--- src/rtl/aes_spi_ctrl.sv ---
// SPI-slave front end for an AES-128 core: shifts in key+plaintext, starts the core, shifts out ciphertext.
// Optional WAIT timeout (err flag, all-ones ciphertext) is built only when AES_TIMEOUT_EN is defined.
module aes_spi_ctrl #(
    parameter int KEY_W = 128,
    parameter int BLK_W = 128
`ifdef AES_TIMEOUT_EN
    , parameter int TIMEOUT_CYC = 1024
`endif
) (
    input  logic             clk,
    input  logic             rst,
    input  logic             sck,
    input  logic             mosi,
    input  logic             cs,
    output logic             miso,
    output logic [KEY_W-1:0] aes_key,
    output logic [BLK_W-1:0] aes_din,
    output logic             aes_start,
    input  logic             aes_done,
    input  logic [BLK_W-1:0] aes_dout,
    output logic             busy,
    output logic             err,
    output logic [2:0]       state_dbg
);

    localparam int FRAME_W = KEY_W + BLK_W;
    localparam logic [8:0] RX_LAST = 9'(FRAME_W - 1);
    localparam logic [8:0] TX_BITS = 9'(BLK_W);

    // state_dbg encoding: 0 IDLE, 1 RX, 2 START, 3 WAIT, 4 TX
    typedef enum logic [2:0] {
        IDLE  = 3'd0,
        RX    = 3'd1,
        START = 3'd2,
        WAIT  = 3'd3,
        TX    = 3'd4
    } state_t;

    state_t state_q, state_d;

    logic sck_m, sck_q1, sck_q2;
    logic cs_m, cs_q1, cs_q2;
    logic mosi_m, mosi_s;
    logic sck_rise, cs_rise, cs_fall;

    logic [FRAME_W-1:0] rx_sr;
    logic [BLK_W-1:0]   tx_sr;
    logic [8:0]         bit_cnt;
    logic               timeout_hit;

    // sck and cs get one extra flop beyond the synchronizer pair so edges can be detected
    always_ff @(posedge clk) begin
        if (rst) begin
            sck_m  <= 1'b0;
            sck_q1 <= 1'b0;
            sck_q2 <= 1'b0;
            cs_m   <= 1'b0;
            cs_q1  <= 1'b0;
            cs_q2  <= 1'b0;
            mosi_m <= 1'b0;
            mosi_s <= 1'b0;
        end else begin
            sck_m  <= sck;
            sck_q1 <= sck_m;
            sck_q2 <= sck_q1;
            cs_m   <= cs;
            cs_q1  <= cs_m;
            cs_q2  <= cs_q1;
            mosi_m <= mosi;
            mosi_s <= mosi_m;
        end
    end

    assign sck_rise = sck_q1 & ~sck_q2;
    assign cs_rise  = cs_q1 & ~cs_q2;
    assign cs_fall  = ~cs_q1 & cs_q2;

`ifdef AES_TIMEOUT_EN
    localparam logic [15:0] TIMEOUT_LAST = 16'(TIMEOUT_CYC - 1);
    logic [15:0] wait_cnt;
    assign timeout_hit = (wait_cnt == TIMEOUT_LAST);
`else
    assign timeout_hit = 1'b0;
    assign err         = 1'b0;
`endif

    always_ff @(posedge clk) begin
        if (rst) state_q <= IDLE;
        else     state_q <= state_d;
    end

    always_comb begin
        state_d = state_q;
        case (state_q)
            IDLE:  if (cs_rise) state_d = RX;
            RX:    if (sck_rise && bit_cnt == RX_LAST) state_d = START;
            START: state_d = WAIT;
            WAIT:  if (aes_done || timeout_hit) state_d = TX;
            TX:    state_d = TX;
            default: state_d = IDLE;
        endcase
        // A dropped frame select wins over everything else
        if (cs_fall) state_d = IDLE;
    end

    always_ff @(posedge clk) begin
        if (rst) begin
            rx_sr     <= '0;
            tx_sr     <= '0;
            bit_cnt   <= '0;
            aes_key   <= '0;
            aes_din   <= '0;
            aes_start <= 1'b0;
`ifdef AES_TIMEOUT_EN
            wait_cnt  <= '0;
            err       <= 1'b0;
`endif
        end else begin
            aes_start <= 1'b0;
            case (state_q)
                IDLE: if (cs_rise) bit_cnt <= '0;
                RX: if (sck_rise) begin
                    rx_sr   <= {rx_sr[FRAME_W-2:0], mosi_s};
                    bit_cnt <= bit_cnt + 9'd1;
                end
                START: begin
                    aes_key   <= rx_sr[FRAME_W-1:BLK_W];
                    aes_din   <= rx_sr[BLK_W-1:0];
                    aes_start <= 1'b1;
`ifdef AES_TIMEOUT_EN
                    wait_cnt  <= '0;
                    err       <= 1'b0;
`endif
                end
                WAIT: begin
                    if (aes_done) begin
                        tx_sr   <= aes_dout;
                        bit_cnt <= '0;
                    end
`ifdef AES_TIMEOUT_EN
                    else if (timeout_hit) begin
                        tx_sr   <= '1;
                        err     <= 1'b1;
                        bit_cnt <= '0;
                    end
                    wait_cnt <= wait_cnt + 16'd1;
`endif
                end
                // Shifting stops after the last ciphertext bit so trailing edges change nothing
                TX: if (sck_rise && bit_cnt != TX_BITS) begin
                    tx_sr   <= {tx_sr[BLK_W-2:0], 1'b0};
                    bit_cnt <= bit_cnt + 9'd1;
                end
                default: ;
            endcase
            if (cs_fall) bit_cnt <= '0;
        end
    end

    assign miso      = (state_q == TX) ? tx_sr[BLK_W-1] : 1'b0;
    assign busy      = (state_q == START) || (state_q == WAIT);
    assign state_dbg = state_q;

endmodule

--- config.mk ---
export PLATFORM = sky130hd
export DESIGN_NAME = aes_spi_ctrl
export DESIGN_NICKNAME = d
export VERILOG_FILES = /design/src/rtl/aes_spi_ctrl.sv
export SDC_FILE = /design/constraint.sdc
export NUM_CORES = 1
export LEC_CHECK = 0
export CORE_MARGIN = 2
export CORE_UTILIZATION = 59
export CTS_BUF_LIST = sky130_fd_sc_hd__clkbuf_4
export CTS_CLUSTER_DIAMETER = 150
export CTS_CLUSTER_SIZE = 30
export DETAILED_ROUTE_END_ITERATION = 7
export HOLD_SLACK_MARGIN = 0.05
export PLACE_DENSITY = 0.87
export SYNTH_ARGS = -nofsm -noshare
export SYNTH_HDL_FRONTEND = slang
export SYNTH_SLANG_ARGS = --single-unit
export TNS_END_PERCENT = 100
--- constraint.sdc ---
create_clock -name clk -period 3.9 [get_ports clk]
set_input_delay 0.975 -clock clk [delete_from_list [all_inputs] [get_ports clk]]
set_output_delay 0.975 -clock clk [all_outputs]
set_load 0.1 [all_outputs]
Yosys cells after proc, flatten, opt, wreduce, memory -nomap -nowiden:

Index checks and enable logic that the tools add are counted.

* output and inout bits: 263
* flip-flop bits (word level): 661

* bitwise operators: 6
* mux-type cells: 14
* reductions and logical operators: 11
* add/sub/neg operators: 1
* eq/ne operators: 11

Operators with widths (count)
* two-way mux 128 bit: 2
* case mux 128 bit (2 select lines): 1
* two-way mux 9 bit: 4
* case mux 9 bit (4 select lines): 1
* case mux 3 bit (5 select lines): 1
* != test 2 bit, second input constant: 5
* adder 9 x 1 -> 9 bit, second input constant: 1
* equality test 9 x 8 -> 1 bit, second input constant: 1
* two-way mux 3 bit: 3
* != test 9 x 8 -> 1 bit, second input constant: 1
* equality test 3 x 2 -> 1 bit, second input constant: 2
* AND reduction 3 bit: 2
* AND reduction 5 bit: 1
* nonzero test 4 bit: 1
* AND 1 bit: 3
* equality test 3 x 1 -> 1 bit, second input constant: 1
* equality test 3 bit, second input constant: 1
* zero test 3 bit: 1
* NOT 1 bit: 3
* logical AND 1 bit: 2
* two-way mux 1 bit: 2
* AND reduction 2 bit: 1
* nonzero test 2 bit: 1
* OR reduction 2 bit: 1
* logical OR 1 bit: 1

Depth between registers and ports, before layout:

Gate-level depths: netlist of the first run.

* depth after elaboration: 5
* depth in mapped cells: 9
* mapped depth without buffers: 9

Worst setup path before layout of the first run:

No wires, ideal clock.

* path kind: register to register
* start point: register state_q[1], in the netlist state_dbg[1]
* end point: register aes_key[57]
* period minus slack after synthesis: 3741 ps
* library setup time: 70 ps
* setup slack: 159 ps
* data arrival time: 3671 ps
* stages on the path, launching flop included: 9
* cells stage by stage: dfxtp_1 -> buf_6 -> nor2b_1 -> nor2b_1 -> clkbuf_1 -> buf_2 -> buf_1 -> nand2_1 -> a21oi_1

* longest elaborated chain between the ends: 1

Ends and longest elaborated chain
* start, declared: line 39 `state_t state_q, state_d;`
* start signal, assigned: line 89 `else state_q <= state_d;`
* equality test 3 x 2 -> 1 bit: line 120 `case (state_q)`
* end signal, assigned: line 127 `aes_key <= rx_sr[FRAME_W-1:BLK_W];`
* end, declared: line 16 `output logic [KEY_W-1:0] aes_key,`

No other way between the ends.
A chain may end at the register's enable or synchronous reset.

Worst setup path in the final report of the first run:

* start point: register aes_key[74]
* end point: output port aes_key[74]

No word-level cell between the ends.

==> results of run 1 <==
-- path summary, 6_finish.rpt --
check | from | to | slack [ns] | cells after the start
worst max-delay path | aes_key[74] | aes_key[74] | 0.41 | 1
worst max register to register | state_dbg[1] | aes_din[51] | 1.14 | 5
worst min-delay path | tx_sr[1] | tx_sr[2] | 0.39 | 2
worst min register to register | tx_sr[1] | tx_sr[2] | 0.39 | 2
-- layout make-up --
class / instances / area [sq um]
Inverter: 5 / 18.8
Clock inverter: 1 / 30.0
Sequential cell: 661 / 13200
Fill cell: 3111 / 11700
Timing Repair Buffer: 425 / 4350
Tap cell: 525 / 657
Multi-Input combinational cell: 2152 / 9650
Clock buffer: 28 / 210
Antenna cell: 1 / 2.50
-- registers in the layout, indices dropped and copies added, names as in the netlist --
register	count
rx_sr	256
aes_din	128
aes_key	128
tx_sr	128
bit_cnt	9
state_dbg	3
aes_start	1
cs_m	1
cs_q1	1
cs_q2	1
mosi_m	1
mosi_s	1
sck_m	1
sck_q1	1
sck_q2	1
-- per-layer routing --
metal	vias to the layer above	wire, um	track usage (%)
li1	10401	-	-
met1	9844	24400	34.6
met2	700	27500	44.0
met3	89	3530	3.10
met4	2	1620	7.71
met5	-	13	0
-- cell families (layout without fill, tap and decap cells) --
family	Yosys count	count (layout)	synth area share (%)
and+or+nand+nor	1479	1479	23.7
AOI/OAI and AO/OA	666	666	16.2
DFF	661	661	55.4
buffers and inverters	257	459	4.41
adders and majority gates	4	4	0.199
other	1	2	0.0157
xor gates and xnor gates	1	1	0.0367
muxes	1	1	0.0419
-- cells in the mapped netlist, types with 2 or more instances --
master | number | area share [%]
nor3_1 | 3 | 0.063
nand2_1 | 1291 | 20
buf_1 | 6 | 0.094
o21ai_0 | 2 | 0.042
nand4_1 | 2 | 0.052
buf_4 | 2 | 0.063
a31oi_1 | 2 | 0.052
and3_1 | 5 | 0.13
a311oi_1 | 127 | 4.7
nor4_1 | 7 | 0.18
and2_1 | 2 | 0.052
nand3b_1 | 3 | 0.094
a21oi_1 | 518 | 11
nor2_1 | 144 | 2.3
inv_1 | 5 | 0.079
clkbuf_1 | 190 | 3.0
buf_2 | 52 | 1.1
o31ai_1 | 2 | 0.063
ha_1 | 3 | 0.16
or3_1 | 2 | 0.052
nand2b_1 | 5 | 0.13
a21o_1 | 2 | 0.063
buf_6 | 2 | 0.094
o22ai_1 | 6 | 0.16
dfxtp_1 | 661 | 55
nor2b_1 | 12 | 0.31
-- power by group --
part	switching (mW)	internal, mW	leakage [nW]
clock network	1.85	0.343	0.140
registers	0.00378	6.79	5.32
logic	0.198	0.151	3.44
==> metrics.md, run 1 <==
| Metric | Value |
|---|---|
| Drt drc | 0 |
| CP Launch Type | flop |
| Leak Pwr | 8.90 nW |
| Routed WL | 57.0 mm |
| # IOs | slightly below 400 |
| Worst skew pair latency | between 0.8 and 0.9 ns |
| Status | finished, final reports clean |
| Critical Path RT | 2.92 ns |
| Quantity of I/O buffers inserted on ports | ~400 |
| Pwr Total | 9.33 mW |
| CTS Buf Count | 26 |
| WL per Instance | roughly 15 um |
| Power density cells | ~330 nW/um^2 |
| CP top delay family | buffers and inverters |
| Slowest CP cell | clkdlybuf4s50_1 |
| Die W | ~210 um |
| Post-CTS Setup Bufs | 0 |
| Ys async rst share | 0% |
| DP Wirelength | between 30 and 40 mm |
| Largest stage delay, worst path | 1.18 ns |
| Hold Slack | roughly 0.4 ns |
| RSZ-0062 raised after global routing | no |
| Main synth FF type | dfxtp_1 |
| Worst slew pin tran | 1.07 ns |
| CTS clk-pin slew, worst paths | roughly 0.29 ns |
| Drt pass-1 iters | 5 |
| CP Capture Type | primary output |
| Layout area overhead | 17.9% |
| Utilization after layout | 70.7% |
| Final Max Slew Viols | 0 |
| Vias in the first global route | between 15,000 and 20,000 |
| First-pass GRT wire length | a little over 90 mm |
| Rel. slew slack | 28.4% |
| Die Y | around 210 um |
| Syn_nets | ~3,200 |
| Placement-stage cell area | 27,900 sq um |
| Vias | 21,036 |
| Dpl cells | roughly 3,800 |
| # Max-Cap Violations | 0 |
| Initial antenna violation count | 2 |
| Buf/Inv on CP | 1 |
| Total track usage | 25.9% |
| 1st-iter DRT viols | ~1,800 |
| Max Root-Sink Buffers | 3 |
| Worst path cell trace | clkdlybuf4s50_1 |
| Final worst path period need | 3.49 ns |
| Flops & latches, synth | roughly 660 |
| # rows | between 70 and 80 |
| Largest net degree at the start of global routing | around 170 |
| Initial Utilization | between 50% and 60% |
| Nets | about 3,400 |
| DP Worst Slack | roughly 1.0 ns |
| Post-synth EDFFs | 0 |
| Final Worst Setup Slack | 0.414 ns |
| Hold buffers post-CTS | 0 |
| Max Clock Skew | 0.104 ns |
| Final instance area | ~28,000 sq um |
| Commonest non-fill, non-tap cell in the layout | nand2_1 |
| Worst VDD drop | 0.395 mV |
| Gpl congestion | ~0.85 |
| CTS tree | done |
| Final hold vios | 0 |
| Synth Cell Area | ~24,000 sq um |
| CTS Root Cell | clkbuf_4 |
| Final setup violation count | 0 |
| F_max | ~0.29 GHz |
| Sequential share of the synthesized area | ~55% |
| Most frequent cells in the layout | nand2_1, dfxtp_1, a21oi_1, clkdlybuf4s50_1, nor2_1 |
| Worst Hold Class | reg -> reg |
| Synthesized area per cell | between 7 and 8 sq um |
| Mapped Cells | 3,070 |
| Grt ovf | 0 |
| Clock sinks | 661 |
| Layout cell share with drive strength beyond 1 | under 10% |
| Core Footprint | around 40,000 sq um |
| CP Max Fanout | 2 |
| Arrival time worst endpoint | 2.51 ns |
| Die area | between 40,000 and 50,000 sq um |
| Setup CP Type | reg -> out |
| Avg Vias per Cell | between 5 and 6 |
| Tcrit/Tclk final | around nine tenths |
| ANT nets after route | 0 |
| Unique cell type count in the Yosys netlist | 40 |
| H-tree Lvls | 1 |
| Fin Setup TNS | 0 ns |
| Cts repair resizes | 0 |
| Cell Count, Final, Fillers Out | roughly 3,800 |
| Ys Warns | 0 |
(Power assumes the default switching activity.)
==> inputs of run 2 (changes only) <==
- CORE_UTILIZATION: 59 -> 55
- PLACE_DENSITY: 0.87 -> 0.91
- clock period: 3.9 -> 3.8 ns (I/O delays scaled with it)
==> metrics.md, run 2 (synthesis results as in run 1) <==
| Metric | Value |
|---|---|
| Status | finished, final reports clean |
| Final setup violation count | 0 |
| Worst Hold Class | reg -> reg |
| Critical Path RT | 2.85 ns |
| Sequential share of power | ~73% |
| H-tree Lvls | 1 |
| CTS Root Cell | clkbuf_4 |
| Avg Vias per Cell | ~5.4 |
| Hold Slack | approximately 0.38 ns |
| Max Clock Skew | roughly 0.11 ns |
| # Max-Cap Violations | 0 |
| Hold buffers post-CTS | 0 |
| Worst slew pin tran | 1.05 ns |
| Final instance area | about 28,000 sq um |
| Buf/Inv on CP | 1 |
| CP Capture Type | primary output |
| Leak Pwr | between 8 and 9 nW |
| RSZ-0062 raised after global routing | no |
| Worst path cell trace | clkdlybuf4s50_1 |
| Drt drc | 0 |
| CTS Buf Count | 26 |
| Die area | 45,100 sq um |
| Worst Setup SP | aes_key[43] |
| Levels on crit path | 1 |
| Max Root-Sink Buffers | 3 |
| # rows | 76 |
| Tcrit/Tclk final | approximately nine tenths |
| 1st-iter DRT viols | slightly below 2,000 |
| Reg2Reg Setup Slack | between 0.8 and 0.9 ns |
| Cts repair resizes | 0 |
| Fin Setup TNS | 0 ns |
| First-pass GRT wire length | 89.9 mm |
| Final Max Slew Viols | 0 |
| Placement-stage cell area | roughly 28,000 sq um |
| WL per Instance | between 10 and 15 um |
| Worst Hold Endpoint | tx_sr[57] |
| Combinational share of power | under 10% |
| CP top delay family | buffers and inverters |
| Rel. slew slack | approximately 30% |
| DP Wirelength | roughly 36 mm |
| Worst VDD drop | between 0.3 and 0.4 mV |
| Clock share of power | a little under a quarter |
| Post-CTS Setup Bufs | 0 |
| FF-to-FF End | tx_sr[56] |
| Layout area overhead | 17.8% |
| Die W | ~210 um |
| Most frequent cells in the layout | nand2_1, dfxtp_1, a21oi_1, clkdlybuf4s50_1, nor2_1 |
| Largest reg by FF count | rx_sr |
| Commonest non-fill, non-tap cell in the layout | nand2_1 |
| Hold-critical path depth | 2 |
| F_max | approximately 0.29 GHz |
| Drt pass-1 iters | 6 |
| CTS clk-pin slew, worst paths | around 0.28 ns |
| Largest stage delay, worst path | 1.19 ns |
| Clock sinks | ~660 |
| Layout fillers | 3,508 |
| Quantity of I/O buffers inserted on ports | a little under 400 |
| ANT nets after route | 0 |
| RR Startpoint | state_dbg[0] |
| Layout cell share with drive strength beyond 1 | ~2.8% |
| Initial Utilization | 55.6% |
| Routed WL | between 50 and 60 mm |
| Initial antenna violation count | 2 |
| CTS tree | done |
| Largest register FFs | ~260 |
| Setup CP Type | reg -> out |
| Nets | about 3,400 |
| # IOs | 397 |
| R2R cell count | 6 |
| Final hold vios | 0 |
| Cell Count, Final, Fillers Out | between 3,000 and 4,000 |
| Power density cells | 341 nW/um^2 |
| Largest net degree at the start of global routing | 190 |
| CP Max Fanout | 2 |
| Die Y | 212 um |
| Arrival time worst endpoint | around 2.5 ns |
| Internal cell power | 7.47 mW |
| Final worst path period need | approximately 3.4 ns |
| Pwr Total | 9.59 mW |
| Slowest CP cell | clkdlybuf4s50_1 |
| Total track usage | 23.8% |
| Gpl congestion | a little over 0.8 |
| Hold path start | tx_sr[56] |
| Worst skew pair latency | approximately 0.87 ns |
| Core Footprint | approximately 43,000 sq um |
| Vias in the first global route | 18,083 |
| Sw Share | between 20% and 30% |
| Grt ovf | 0 |
| Switching power | 2.12 mW |
| Vias | between 20,000 and 25,000 |
| CP Launch Type | flop |
| Dpl cells | roughly 3,800 |
[run 2: final cells by class]
class	instances	area [sq um]	share of cell area, %
repair buffers	419	4250	15.1
well taps	585	732	2.60
flip-flops and latches	661	13200	47.0
inverters	5	18.8	0.0667
clock inverters	1	30.0	0.107
clock buffers	28	210	0.747
diodes	2	5.00	0.0178
multi-input cells	2152	9650	34.3
[run 2: metal layers]
layer | vias to the layer above | wire [um] | global-route usage [%] | part of all wire (%)
li1 | 10393 | - | - | -
met1 | 9684 | 24100 | 31.7 | 43
met2 | 563 | 26900 | 39.1 | 48
met3 | 91 | 3910 | 5.11 | 6.9
met4 | 0 | 1640 | 6.85 | 2.9
met5 | - | 0 | 0 | 0
[run 2: worst max-delay path by stage]
stage / to / slack (ns)
2_1_floorplan: aes_key[57] / 0.06
3_3_place_gp: tx_sr[0] / 0.97
3_5_place_dp: tx_sr[106] / 0.88
4_1_cts: aes_key[43] / 0.27
5_1_grt: aes_key[43] / 0.23
6_report: aes_key[43] / 0.35
[run 2: stage by stage]
stage                     setup WS, ns  util [%]
after floorplan                 0.0585         -
after global placement           0.974      64.9
after detailed placement         0.881      64.9
after CTS                        0.267      65.4
after global routing             0.233      65.4
final                            0.353      65.4
[run 2: power by group through the flow]
stage          Sequential [mW]  Combinational [mW]  Clock, mW
2_1_floorplan             7.09               0.164          0
3_3_place_gp              7.09               0.353          0
3_5_place_dp              7.09               0.350          0
4_1_cts                   6.97               0.351       2.36
5_1_grt                   6.98               0.381       2.60
6_report                  6.97               0.353       2.27
